### src/rtl/cache_arbiter_if.sv
// Requester/cache bundle for cache_arbiter: two valid/ready request ports,
// tagged read return and the registered mod_Cache control lines.
interface cache_arbiter_if #(
    parameter int AW = 16,
    parameter int DW = 16
);
    logic          r0_req;
    logic          r0_we;
    logic          r0_lock;
    logic [AW-1:0] r0_addr;
    logic [DW-1:0] r0_wdata;
    logic          r0_gnt;
    logic          r0_rvalid;

    logic          r1_req;
    logic          r1_we;
    logic          r1_lock;
    logic [AW-1:0] r1_addr;
    logic [DW-1:0] r1_wdata;
    logic          r1_gnt;
    logic          r1_rvalid;

    logic [DW-1:0] rdata;
    logic [AW-1:0] cache_addr;
    logic [DW-1:0] cache_dataIn;
    logic          cache_WE;
    logic [DW-1:0] cache_dataOut;

    // Arbiter side
    modport slave (
        input  r0_req, r0_we, r0_lock, r0_addr, r0_wdata,
        input  r1_req, r1_we, r1_lock, r1_addr, r1_wdata,
        input  cache_dataOut,
        output r0_gnt, r0_rvalid, r1_gnt, r1_rvalid,
        output rdata, cache_addr, cache_dataIn, cache_WE
    );

    // Requester / cache side
    modport master (
        output r0_req, r0_we, r0_lock, r0_addr, r0_wdata,
        output r1_req, r1_we, r1_lock, r1_addr, r1_wdata,
        output cache_dataOut,
        input  r0_gnt, r0_rvalid, r1_gnt, r1_rvalid,
        input  rdata, cache_addr, cache_dataIn, cache_WE
    );
endinterface

### src/rtl/cache_arbiter.sv
// Round-robin arbiter with optional lock in front of single-port mod_Cache;
// registers cache controls and routes read data back to the issuing requester.
module cache_arbiter #(
    parameter int AW     = 16,
    parameter int DW     = 16,
    parameter int RD_LAT = 1
) (
    input logic            clk,
    input logic            rst,
    cache_arbiter_if.slave bus
);
    typedef enum logic [1:0] {
        LOCK_NONE = 2'd0,
        LOCK_OWN0 = 2'd1,
        LOCK_OWN1 = 2'd2
    } lock_e;

    lock_e           lock_q, lock_d;
    logic            ptr_q, ptr_d;
    logic [AW-1:0]   cache_addr_q, cache_addr_d;
    logic [DW-1:0]   cache_din_q, cache_din_d;
    logic            cache_we_q, cache_we_d;
    logic [RD_LAT:0] rd_vld_q, rd_vld_d;
    logic [RD_LAT:0] rd_id_q, rd_id_d;

    logic gnt0, gnt1;
    logic issue_rd, issue_id;

    // Grants are withheld during reset so no requester sees a phantom transfer.
    always_comb begin
        gnt0 = bus.r0_req && !rst && (lock_q != LOCK_OWN1) &&
               !((lock_q == LOCK_NONE) && bus.r1_req && ptr_q);
        gnt1 = bus.r1_req && !rst && (lock_q != LOCK_OWN0) &&
               !((lock_q == LOCK_NONE) && bus.r0_req && !ptr_q);
    end

    always_comb begin
        lock_d       = lock_q;
        ptr_d        = ptr_q;
        cache_addr_d = cache_addr_q;
        cache_din_d  = cache_din_q;
        cache_we_d   = 1'b0;
        issue_rd     = 1'b0;
        issue_id     = 1'b0;
        if (gnt0) begin
            ptr_d        = 1'b1;
            lock_d       = bus.r0_lock ? LOCK_OWN0 : LOCK_NONE;
            cache_addr_d = bus.r0_addr;
            cache_din_d  = bus.r0_wdata;
            cache_we_d   = bus.r0_we;
            issue_rd     = !bus.r0_we;
            issue_id     = 1'b0;
        end else if (gnt1) begin
            ptr_d        = 1'b0;
            lock_d       = bus.r1_lock ? LOCK_OWN1 : LOCK_NONE;
            cache_addr_d = bus.r1_addr;
            cache_din_d  = bus.r1_wdata;
            cache_we_d   = bus.r1_we;
            issue_rd     = !bus.r1_we;
            issue_id     = 1'b1;
        end
        // Stage k holds a read issued k+1 cycles ago; the last stage lines up with cache_dataOut.
        rd_vld_d = {rd_vld_q[RD_LAT-1:0], issue_rd};
        rd_id_d  = {rd_id_q[RD_LAT-1:0], issue_id};
    end

    always_ff @(posedge clk or posedge rst) begin
        if (rst) begin
            lock_q       <= LOCK_NONE;
            ptr_q        <= 1'b0;
            cache_addr_q <= '0;
            cache_din_q  <= '0;
            cache_we_q   <= 1'b0;
            rd_vld_q     <= '0;
            rd_id_q      <= '0;
        end else begin
            lock_q       <= lock_d;
            ptr_q        <= ptr_d;
            cache_addr_q <= cache_addr_d;
            cache_din_q  <= cache_din_d;
            cache_we_q   <= cache_we_d;
            rd_vld_q     <= rd_vld_d;
            rd_id_q      <= rd_id_d;
        end
    end

    assign bus.r0_gnt       = gnt0;
    assign bus.r1_gnt       = gnt1;
    assign bus.r0_rvalid    = rd_vld_q[RD_LAT] && !rd_id_q[RD_LAT];
    assign bus.r1_rvalid    = rd_vld_q[RD_LAT] &&  rd_id_q[RD_LAT];
    assign bus.rdata        = bus.cache_dataOut;
    assign bus.cache_addr   = cache_addr_q;
    assign bus.cache_dataIn = cache_din_q;
    assign bus.cache_WE     = cache_we_q;
endmodule

### src/flat_wrapper.sv
// flat-port wrapper written by rule: the top's interface ports become plain ports
module cache_arbiter_flat 
#(
    parameter int AW     = 16,
    parameter int DW     = 16,
    parameter int RD_LAT = 1
)
  (clk, rst, bus_r0_req, bus_r0_we, bus_r0_lock, bus_r0_addr, bus_r0_wdata, bus_r1_req, bus_r1_we, bus_r1_lock, bus_r1_addr, bus_r1_wdata, bus_cache_dataOut, bus_r0_gnt, bus_r0_rvalid, bus_r1_gnt, bus_r1_rvalid, bus_rdata, bus_cache_addr, bus_cache_dataIn, bus_cache_WE);
  cache_arbiter_if #(.AW(AW), .DW(DW)) bus_i ();
  input logic clk;
  input logic rst;
  input wire logic [$bits(bus_i.r0_req)-1:0] bus_r0_req;
  input wire logic [$bits(bus_i.r0_we)-1:0] bus_r0_we;
  input wire logic [$bits(bus_i.r0_lock)-1:0] bus_r0_lock;
  input wire logic [$bits(bus_i.r0_addr)-1:0] bus_r0_addr;
  input wire logic [$bits(bus_i.r0_wdata)-1:0] bus_r0_wdata;
  input wire logic [$bits(bus_i.r1_req)-1:0] bus_r1_req;
  input wire logic [$bits(bus_i.r1_we)-1:0] bus_r1_we;
  input wire logic [$bits(bus_i.r1_lock)-1:0] bus_r1_lock;
  input wire logic [$bits(bus_i.r1_addr)-1:0] bus_r1_addr;
  input wire logic [$bits(bus_i.r1_wdata)-1:0] bus_r1_wdata;
  input wire logic [$bits(bus_i.cache_dataOut)-1:0] bus_cache_dataOut;
  output wire logic [$bits(bus_i.r0_gnt)-1:0] bus_r0_gnt;
  output wire logic [$bits(bus_i.r0_rvalid)-1:0] bus_r0_rvalid;
  output wire logic [$bits(bus_i.r1_gnt)-1:0] bus_r1_gnt;
  output wire logic [$bits(bus_i.r1_rvalid)-1:0] bus_r1_rvalid;
  output wire logic [$bits(bus_i.rdata)-1:0] bus_rdata;
  output wire logic [$bits(bus_i.cache_addr)-1:0] bus_cache_addr;
  output wire logic [$bits(bus_i.cache_dataIn)-1:0] bus_cache_dataIn;
  output wire logic [$bits(bus_i.cache_WE)-1:0] bus_cache_WE;
  assign bus_i.r0_req = bus_r0_req;
  assign bus_i.r0_we = bus_r0_we;
  assign bus_i.r0_lock = bus_r0_lock;
  assign bus_i.r0_addr = bus_r0_addr;
  assign bus_i.r0_wdata = bus_r0_wdata;
  assign bus_i.r1_req = bus_r1_req;
  assign bus_i.r1_we = bus_r1_we;
  assign bus_i.r1_lock = bus_r1_lock;
  assign bus_i.r1_addr = bus_r1_addr;
  assign bus_i.r1_wdata = bus_r1_wdata;
  assign bus_i.cache_dataOut = bus_cache_dataOut;
  assign bus_r0_gnt = bus_i.r0_gnt;
  assign bus_r0_rvalid = bus_i.r0_rvalid;
  assign bus_r1_gnt = bus_i.r1_gnt;
  assign bus_r1_rvalid = bus_i.r1_rvalid;
  assign bus_rdata = bus_i.rdata;
  assign bus_cache_addr = bus_i.cache_addr;
  assign bus_cache_dataIn = bus_i.cache_dataIn;
  assign bus_cache_WE = bus_i.cache_WE;
  cache_arbiter #(.AW(AW), .DW(DW), .RD_LAT(RD_LAT)) u_core (.clk(clk), .rst(rst), .bus(bus_i));
endmodule
### config.mk
export PLATFORM = sky130hd
export DESIGN_NAME = cache_arbiter_flat
export DESIGN_NICKNAME = d
export VERILOG_FILES = /design/src/rtl/cache_arbiter_if.sv /design/src/rtl/cache_arbiter.sv /design/src/flat_wrapper.sv
export SDC_FILE = /design/constraint.sdc
export NUM_CORES = 1
export LEC_CHECK = 0
export ABC_AREA = 0
export ABC_CLOCK_PERIOD_IN_PS = 1700
export BUFFER_PORTS_ARGS = -buffer_cell sky130_fd_sc_hd__buf_2
export CORE_MARGIN = 2
export CORE_UTILIZATION = 40
export CTS_CLUSTER_DIAMETER = 100
export DETAILED_ROUTE_END_ITERATION = 16
export PLACE_DENSITY = 0.91
export REMOVE_ABC_BUFFERS = 1
export SETUP_SLACK_MARGIN = 0.2
export SYNTH_ARGS = -nofsm -noshare
export SYNTH_HDL_FRONTEND = slang
export SYNTH_SLANG_ARGS = --single-unit
export TNS_END_PERCENT = 100
### constraint.sdc
create_clock -name clk -period 1.7 [get_ports clk]
set_input_delay 0.085 -clock clk [delete_from_list [all_inputs] [get_ports clk]]
set_output_delay 0.085 -clock clk [all_outputs]
set_load 0.02 [all_outputs]
==> results of run 1 <==
==> cell families (layout without fill, tap and decap cells) <==
logic type      count (synthesis)  count (layout)  share of synthesized area, %
flops                          40              40                          51.7
mux                             1               1                         0.517
compound gates                 41              41                          13.5
buf+inv                        34             136                          11.5
simple gates                  110             110                          22.8
==> power by group through the flow <==
stage                     Clock (mW)  Combinational [mW]  Sequential, mW
final                          0.644                1.68            1.53
after global routing           0.709                1.84            1.58
after CTS                      0.669                1.65            1.53
after detailed placement           0                1.61            1.53
after global placement             0                1.56            1.53
after floorplan                    0               0.550            1.96
==> cell type report <==
| class | count | area, um2 |
|---|---|---|
| Clock buffer | 8 | 90.1 |
| Timing Repair inverter | 1 | 6.26 |
| Inverter | 4 | 27.5 |
| Timing Repair Buffer | 123 | 686 |
| Tap cell | 54 | 67.6 |
| Fill cell | 441 | 2070 |
| Multi-Input combinational cell | 152 | 742 |
| Sequential cell | 40 | 1000 |
==> per-layer routing <==
metal / track usage [%] / wire [um] / vias to the layer above / part of all wire (%)
met5: 3.03 / 0 / - / 0
met4: 5.66 / 92 / 0 / 1.7
met3: 9.05 / 502 / 9 / 9.5
met2: 33.3 / 2680 / 94 / 51
met1: 21.9 / 2010 / 886 / 38
li1: - / - / 935 / -
==> sequential cells by signal (all words and copies together) (netlist names) <==
register	flops
u_core.bus.cache_addr	16
u_core.bus.cache_dataIn	16
u_core.lock_q	2
u_core.rd_id_q	2
u_core.rd_vld_q	2
u_core.bus.cache_WE	1
u_core.ptr_q	1
==> placed cells by master (no fill, tap or decap), drive strengths merged <==
| master | Yosys | layout |
|---|---|---|
| a22o | 2 | 2 |
| and2 | 1 | 1 |
| buf | 28 | 122 |
| clkbuf | 2 | 8 |
| a211o | 1 | 1 |
| a31oi | 32 | 32 |
| nand2b | 1 | 1 |
| nor3 | 1 | 1 |
| clkinv | 1 | 1 |
| a21oi | 2 | 2 |
| nor2b | 5 | 5 |
| a22oi | 1 | 1 |
| dlygate4sd3 | 0 | 1 |
| nor2 | 34 | 34 |
| nor3b | 1 | 1 |
| or3 | 1 | 1 |
| nand2 | 65 | 65 |
| a21boi | 1 | 1 |
| o21ai | 2 | 2 |
| or2b | 1 | 1 |
| mux2i | 1 | 1 |
| inv | 3 | 4 |
| dfrtp | 40 | 40 |
==> worst register-to-register path, stage by stage, from the launching register on <==
cell and delay (ns):
dfrtp_2 0.45, nor3b_2 0.08, or3_4 0.44, clkinv_8 0.09, buf_4 0.14, nand2_1 0.06, a31oi_1 0.18
==> path summary, 6_finish.rpt <==
check | startpoint | to | slack, ns | depth (start not counted)
worst max-delay path | u_core.lock_q[1] | bus_r1_gnt | 0.17 | 4
worst min register to register | u_core.rd_id_q[0] | u_core.rd_id_q[1] | 0.36 | 0
worst max register to register | u_core.lock_q[1] | u_core.bus.cache_addr[3] | 0.18 | 6
worst min-delay path | bus_r0_lock | u_core.lock_q[0] | 0.02 | 2
max in group asynchronous | rst | u_core.lock_q[1] | 0.70 | 4
min in group asynchronous | rst | u_core.bus.cache_addr[9] | 0.45 | 3
==> repair_timing <==
| item | CTS | global route |
|---|---|---|
| cloned | 1 | 0 |
| resized for setup | 5 | 7 |
| pin swaps | 0 | 1 |
| hold buffers | 1 | 0 |
| setup buffers | 4 | 3 |
| endpoints found under the setup margin | 33 | 34 |
| hold endpoints to repair | 12 | 0 |
==> metrics by stage <==
step / instances / power, mW / util (%)
after floorplan: 196 / 2.51 / -
after global placement: 365 / 3.09 / 51.5
after detailed placement: 365 / 3.14 / 51.5
after CTS: 379 / 3.84 / 54.9
after global routing: 382 / 4.13 / 55.9
final: 382 / 3.85 / 55.9
==> results.md, run 1 <==
* Status: complete, no violations
* Iter 0 DRT Violations at 115
* Post-DP HPWL at 3690 um
* Antenna violations before repair at 0
* Die Wd at 73.6 um
* Layout cells sized above 1 at 41.2%
* Clock Latency Late Sink at 0.28 ns
* Design area at 0.00262 mm2
* Gr ovfl total at 0
* Pleak at 1.39 nW
* RSZ-0062 raised after global routing: yes
* Post-synthesis sequential area ratio at 51.7%
* DIE AREA at 0.00541 mm2
* Synth Register Bits at 40
* Psw at 1.55 mW
* Vias in the first global route at 1836
* Comb pwr share at 43.5%
* Drc violations at 0
* Most frequent cells after synthesis: nand2_1 (65), dfrtp_1 (40), nor2_1 (34)
* Share of the synthesized area in the top cell type at 51.7%
* Global-route wire length before repair at 8170 um
* Core Area at 0.00469 mm2
* Clock skew at 0.00724 ns
* Final WL at 5290 um
* Slowest stage delay, CP at 0.45 ns
* Area leader, netlist: dfrtp_1
* Critical path type: register to output port
* Largest net degree at the start of global routing at 29
* Root Buffer: clkbuf_8
* Delay-heaviest family, CP: simple AND/OR/NAND/NOR gates
* CP arrival at 1.45 ns
* Port Buffers at 108
* Slew Viols, Final at 0
* Final hold slack at 0.0228 ns
* Clock Pin Slew Worst Setup and Hold Paths at 0.08 ns
* Gpl congestion at 0.837
* Syn_area_per_cell at 8.57 um2
* Top-count cell post-synth: nand2_1
* Final Hold Viols at 0
* Area growth from synthesis to layout at 35.3%
* Fmax at 652 MHz
* Total placed instance area at 0.00242 mm2
* Max IR drop VDD at 0.553 mV
* Clk sink count at 40
* Total track usage at 19.7%
* Top cells by area, synth: dfrtp_1 (52%), nand2_1 (13%), a31oi_1 (10%)
* H-tree Lvls at 2
* CP Launch Type: register
* Synth Flop Type: dfrtp_1
* Clock Tree Buf Depth at 2
* Total Neg Setup Slack at 0 ns
* Starting density of the core at 41.3%
* Nets at 415
* Synthesized area at 0.00194 mm2
* Clk network pwr share at 16.7%
* CP Buf/Inv Count at 2
* Total number of vias at 1924
* DR pass1 iterations at 4
* Worst min path class: primary input to register
* Fin crit period at 1.53 ns
* Yosys warns at 0
* Crit. End Element: output port
* Routed vias/inst at 5.04
* Sw frac at 40.3%
* Diode count at 0
* Routed len/inst at 13.8 um
* Worst Tran Pin Value at 0.573 ns
* Post-synth cell types at 26
* Crit path setup slack, layout at 0.166 ns
* Critical path, cell by cell: nor3b_2, or3_4, clkinv_8, buf_8
* CP max stage cell: dfrtp_2
* Required @ worst endpoint at 1.62 ns
* P_int at 2.30 mW
* Post-route ant nets at 0
* Post-synth EDFFs at 0
* Clock buffer count from CTS at 5
* Boundary Pins at 141
* Mapped Cells at 226
* Period utilisation layout at 90.2%
* Row cnt at 25
* CTS tree: done
* # setup viols final at 0
* Worst rel slew slack at 61.7%
* Die H at 73.6 um
* Ys async rst share at 100%
* Seq pwr share at 39.8%
* Max cap viols at 0
* CP Max Fanout at 6
* Pre-CTS setup slack at 0.0866 ns
* Cell Pwr Density at 1470 mW/mm2
No activity file was read; power rests on OpenSTA's default activity.
==> inputs of run 2 (changes only) <==
--- a/config.mk
+++ b/config.mk
@@ -5,14 +5,14 @@
 export SDC_FILE = /design/constraint.sdc
 export NUM_CORES = 1
 export LEC_CHECK = 0
-export ABC_AREA = 0
-export ABC_CLOCK_PERIOD_IN_PS = 1700
+export ABC_AREA = 1
+export ABC_CLOCK_PERIOD_IN_PS = 1800
 export BUFFER_PORTS_ARGS = -buffer_cell sky130_fd_sc_hd__buf_2
 export CORE_MARGIN = 2
-export CORE_UTILIZATION = 40
+export CORE_UTILIZATION = 45
 export CTS_CLUSTER_DIAMETER = 100
 export DETAILED_ROUTE_END_ITERATION = 16
-export PLACE_DENSITY = 0.91
+export PLACE_DENSITY = 0.95
 export REMOVE_ABC_BUFFERS = 1
 export SETUP_SLACK_MARGIN = 0.2
 export SYNTH_ARGS = -nofsm -noshare
==> constraint.sdc (replaced) <==
create_clock -name clk -period 1.8 [get_ports clk]
set_input_delay 0.09 -clock clk [delete_from_list [all_inputs] [get_ports clk]]
set_output_delay 0.09 -clock clk [all_outputs]
set_load 0.02 [all_outputs]
==> results.md, run 2 <==
* Total track usage at 21.2%
* Syn_area_per_cell at 7.19 um2
* Most frequent cells after synthesis: nand2_1 (144), nand3_1 (66), dfrtp_1 (40)
* Routed vias/inst at 4.81
* Die Wd at 74.0 um
* Worst Tran Pin Value at 0.501 ns
* Synthesized area at 0.00221 mm2
* Vias in the first global route at 1958
* Slew Viols, Final at 0
* Clock Tree Buf Depth at 2
* Post-synth EDFFs at 0
* DIE AREA at 0.00548 mm2
* Boundary Pins at 141
* Final WL at 6040 um
* Starting density of the core at 46.7%
* Clk sink count at 40
* Period utilisation layout at 85.1%
* CP Launch Type: register
* Routed len/inst at 12.8 um
* Largest net degree at the start of global routing at 55
* Port Buffers at 108
* CP arrival at 1.44 ns
* Clock Latency Late Sink at 0.28 ns
* Die H at 74.0 um
* Required @ worst endpoint at 1.71 ns
* Critical path type: register to output port
* Post-Synth Adder-Cell Area at 0%
* # setup viols final at 0
* Worst rel slew slack at 66.6%
* Fin crit period at 1.53 ns
* Global-route wire length before repair at 8960 um
* DR pass1 iterations at 4
* Pleak at 1.77 nW
* Area leader, netlist: dfrtp_1
* Total number of vias at 2268
* Post-synthesis sequential area ratio at 45.4%
* Root Buffer: clkbuf_8
* Max IR drop VDD at 0.660 mV
* Post-Layout Cell Count at 472
* Antenna violations before repair at 0
* Final hold slack at 0.0324 ns
* Top cells by area, synth: dfrtp_1 (45%), nand2_1 (25%), nand3_1 (15%)
* Post-route ant nets at 0
* CTS tree: done
* Row cnt at 25
* Worst min path class: primary input to register
* Fmax at 653 MHz
* Nets at 492
* Mapped Cells at 307
* Commonest non-fill, non-tap cell in the layout: nand2_1
* Clock skew at 0.00405 ns
* Post-DP HPWL at 4270 um
* Yosys warns at 0
* Commonest non-fill, non-tap cells in the layout: nand2_1 (144), buf_2 (107), nand3_1 (66)
* Ys async rst share at 100%
* Cell Pwr Density at 1420 mW/mm2
* Post-synth cell types at 15
* Final Hold Viols at 0
* Gr ovfl total at 0
* Post-synthesis simple-gate area fraction at 42.2%
* Drc violations at 0
* CP Max Fanout at 15
* Synth Area in XOR/XNOR at 0%
* Mux share of post-synthesis cell area at 0%
* Synth Register Bits at 40
* Clock Pin Slew Worst Setup and Hold Paths at 0.07 ns
* Area growth from synthesis to layout at 30.7%
* Max cap viols at 0
* Synth Flop Type: dfrtp_1
* Iter 0 DRT Violations at 184
* Core Area at 0.00472 mm2
* Share of the synthesized area in the top cell type at 45.4%
* Total Neg Setup Slack at 0 ns
* RSZ-0062 raised after global routing: yes
* Top-count cell post-synth: nand2_1
* Gpl congestion at 0.858
* DP Cell Count at 458
* Clock buffer count from CTS at 5
* Crit. End Element: output port
* Synth Area in Compound Gates at 0.227%
* H-tree Lvls at 2
* Largest family of logic cells by synthesized area: simple AND/OR/NAND/NOR gates
* Diode count at 0
* Status: complete, no violations
* Layout cells sized above 1 at 33.6%
-- run 2: changes by cell type after synthesis, moves of 2 or more --
| cell | previous run | this run |
|---|---|---|
| nand2_1 | 65 | 144 |
| nor2b_1 | 5 | 0 |
| buf_1 | 3 | 0 |
| a22o_1 | 2 | 0 |
| a31oi_1 | 32 | 0 |
| nand3_1 | 0 | 66 |
| a21oi_1 | 2 | 0 |
| inv_1 | 3 | 9 |
| nor2_1 | 34 | 7 |
| buf_2 | 6 | 14 |
-- run 2: worst paths after layout --
| path | from | to | slack [ns] | depth (start not counted) |
|---|---|---|---|---|
| setup / recovery | u_core.lock_q[1] | bus_r0_gnt | 0.27 | 7 |
| hold / removal | bus_r1_we | u_core.bus.cache_WE | 0.03 | 3 |
| setup reg to reg | u_core.lock_q[0] | u_core.bus.cache_dataIn[15] | 0.33 | 8 |
| hold reg to reg | u_core.rd_vld_q[0] | u_core.rd_vld_q[1] | 0.35 | 0 |
| max in group asynchronous | rst | u_core.bus.cache_addr[3] | 0.97 | 4 |
| min in group asynchronous | rst | u_core.bus.cache_dataIn[10] | 0.49 | 4 |
-- run 2: repair_timing --
item / CTS / global route
hold endpoints to repair: 41 / 0
pin swaps: 1 / 0
hold buffers: 2 / 0
cloned: 0 / 1
setup endpoints to repair: 2 / 14
gates resized for setup: 4 / 5
buffers inserted: 1 / 2
-- run 2: layout make-up --
type | instances | area (um2)
clock buffer | 8 | 90.1
fill | 418 | 1840
inverter | 10 | 37.5
multi-input combinational | 222 | 938
sequential | 40 | 1000
tap | 67 | 83.8
timing repair buffer | 125 | 733
-- run 2: layer usage --
metal  part of all wire, %  global-route usage [%]  up-vias
met1                    45                    27.1     1018
met2                    46                    34.6       99
li1                      -                       -     1143
met5                     0                    5.56        -
met3                   7.4                    6.23        8
met4                  0.83                    6.06        0
-- run 2: worst max-delay path, stage by stage (launching register included) --
cell     delay [ns]
dfrtp_1        0.41
inv_1          0.09
nor2_1         0.07
nor2_4         0.12
nand2_2        0.09
buf_8          0.16
inv_2          0.09
buf_4          0.14
-- run 2: where the power goes --
part / switching [mW] / total (mW) / internal (mW) / leakage (nW)
Combinational: 1.27 / 1.99 / 0.720 / 1.23
Sequential: 0.217 / 1.50 / 1.29 / 0.501
Clock: 0.290 / 0.603 / 0.313 / 0.0455
Total: 1.78 / 4.10 / 2.32 / 1.77
-- run 2: kinds of logic (layout without fill, tap and decap cells) --
| logic type | count (synthesis) | after routing |
|---|---|---|
| DFF | 40 | 40 |
| buffers and inverters | 45 | 143 |
| and+or+nand+nor | 221 | 221 |
| AOI/OAI and AO/OA | 1 | 1 |
-- run 2: per-stage QoR --
stage          worst slack, ns  power [mW]  utilization, %  cell area (um2)
2_1_floorplan            -1.05        2.67               -             1970
3_3_place_gp             0.469        3.36            57.0             2690
3_5_place_dp             0.371        3.44            57.0             2690
4_1_cts                  0.206        4.08            59.8             2830
5_1_grt                  0.195        4.38            61.1             2880
6_report                 0.269        4.10            61.1             2880
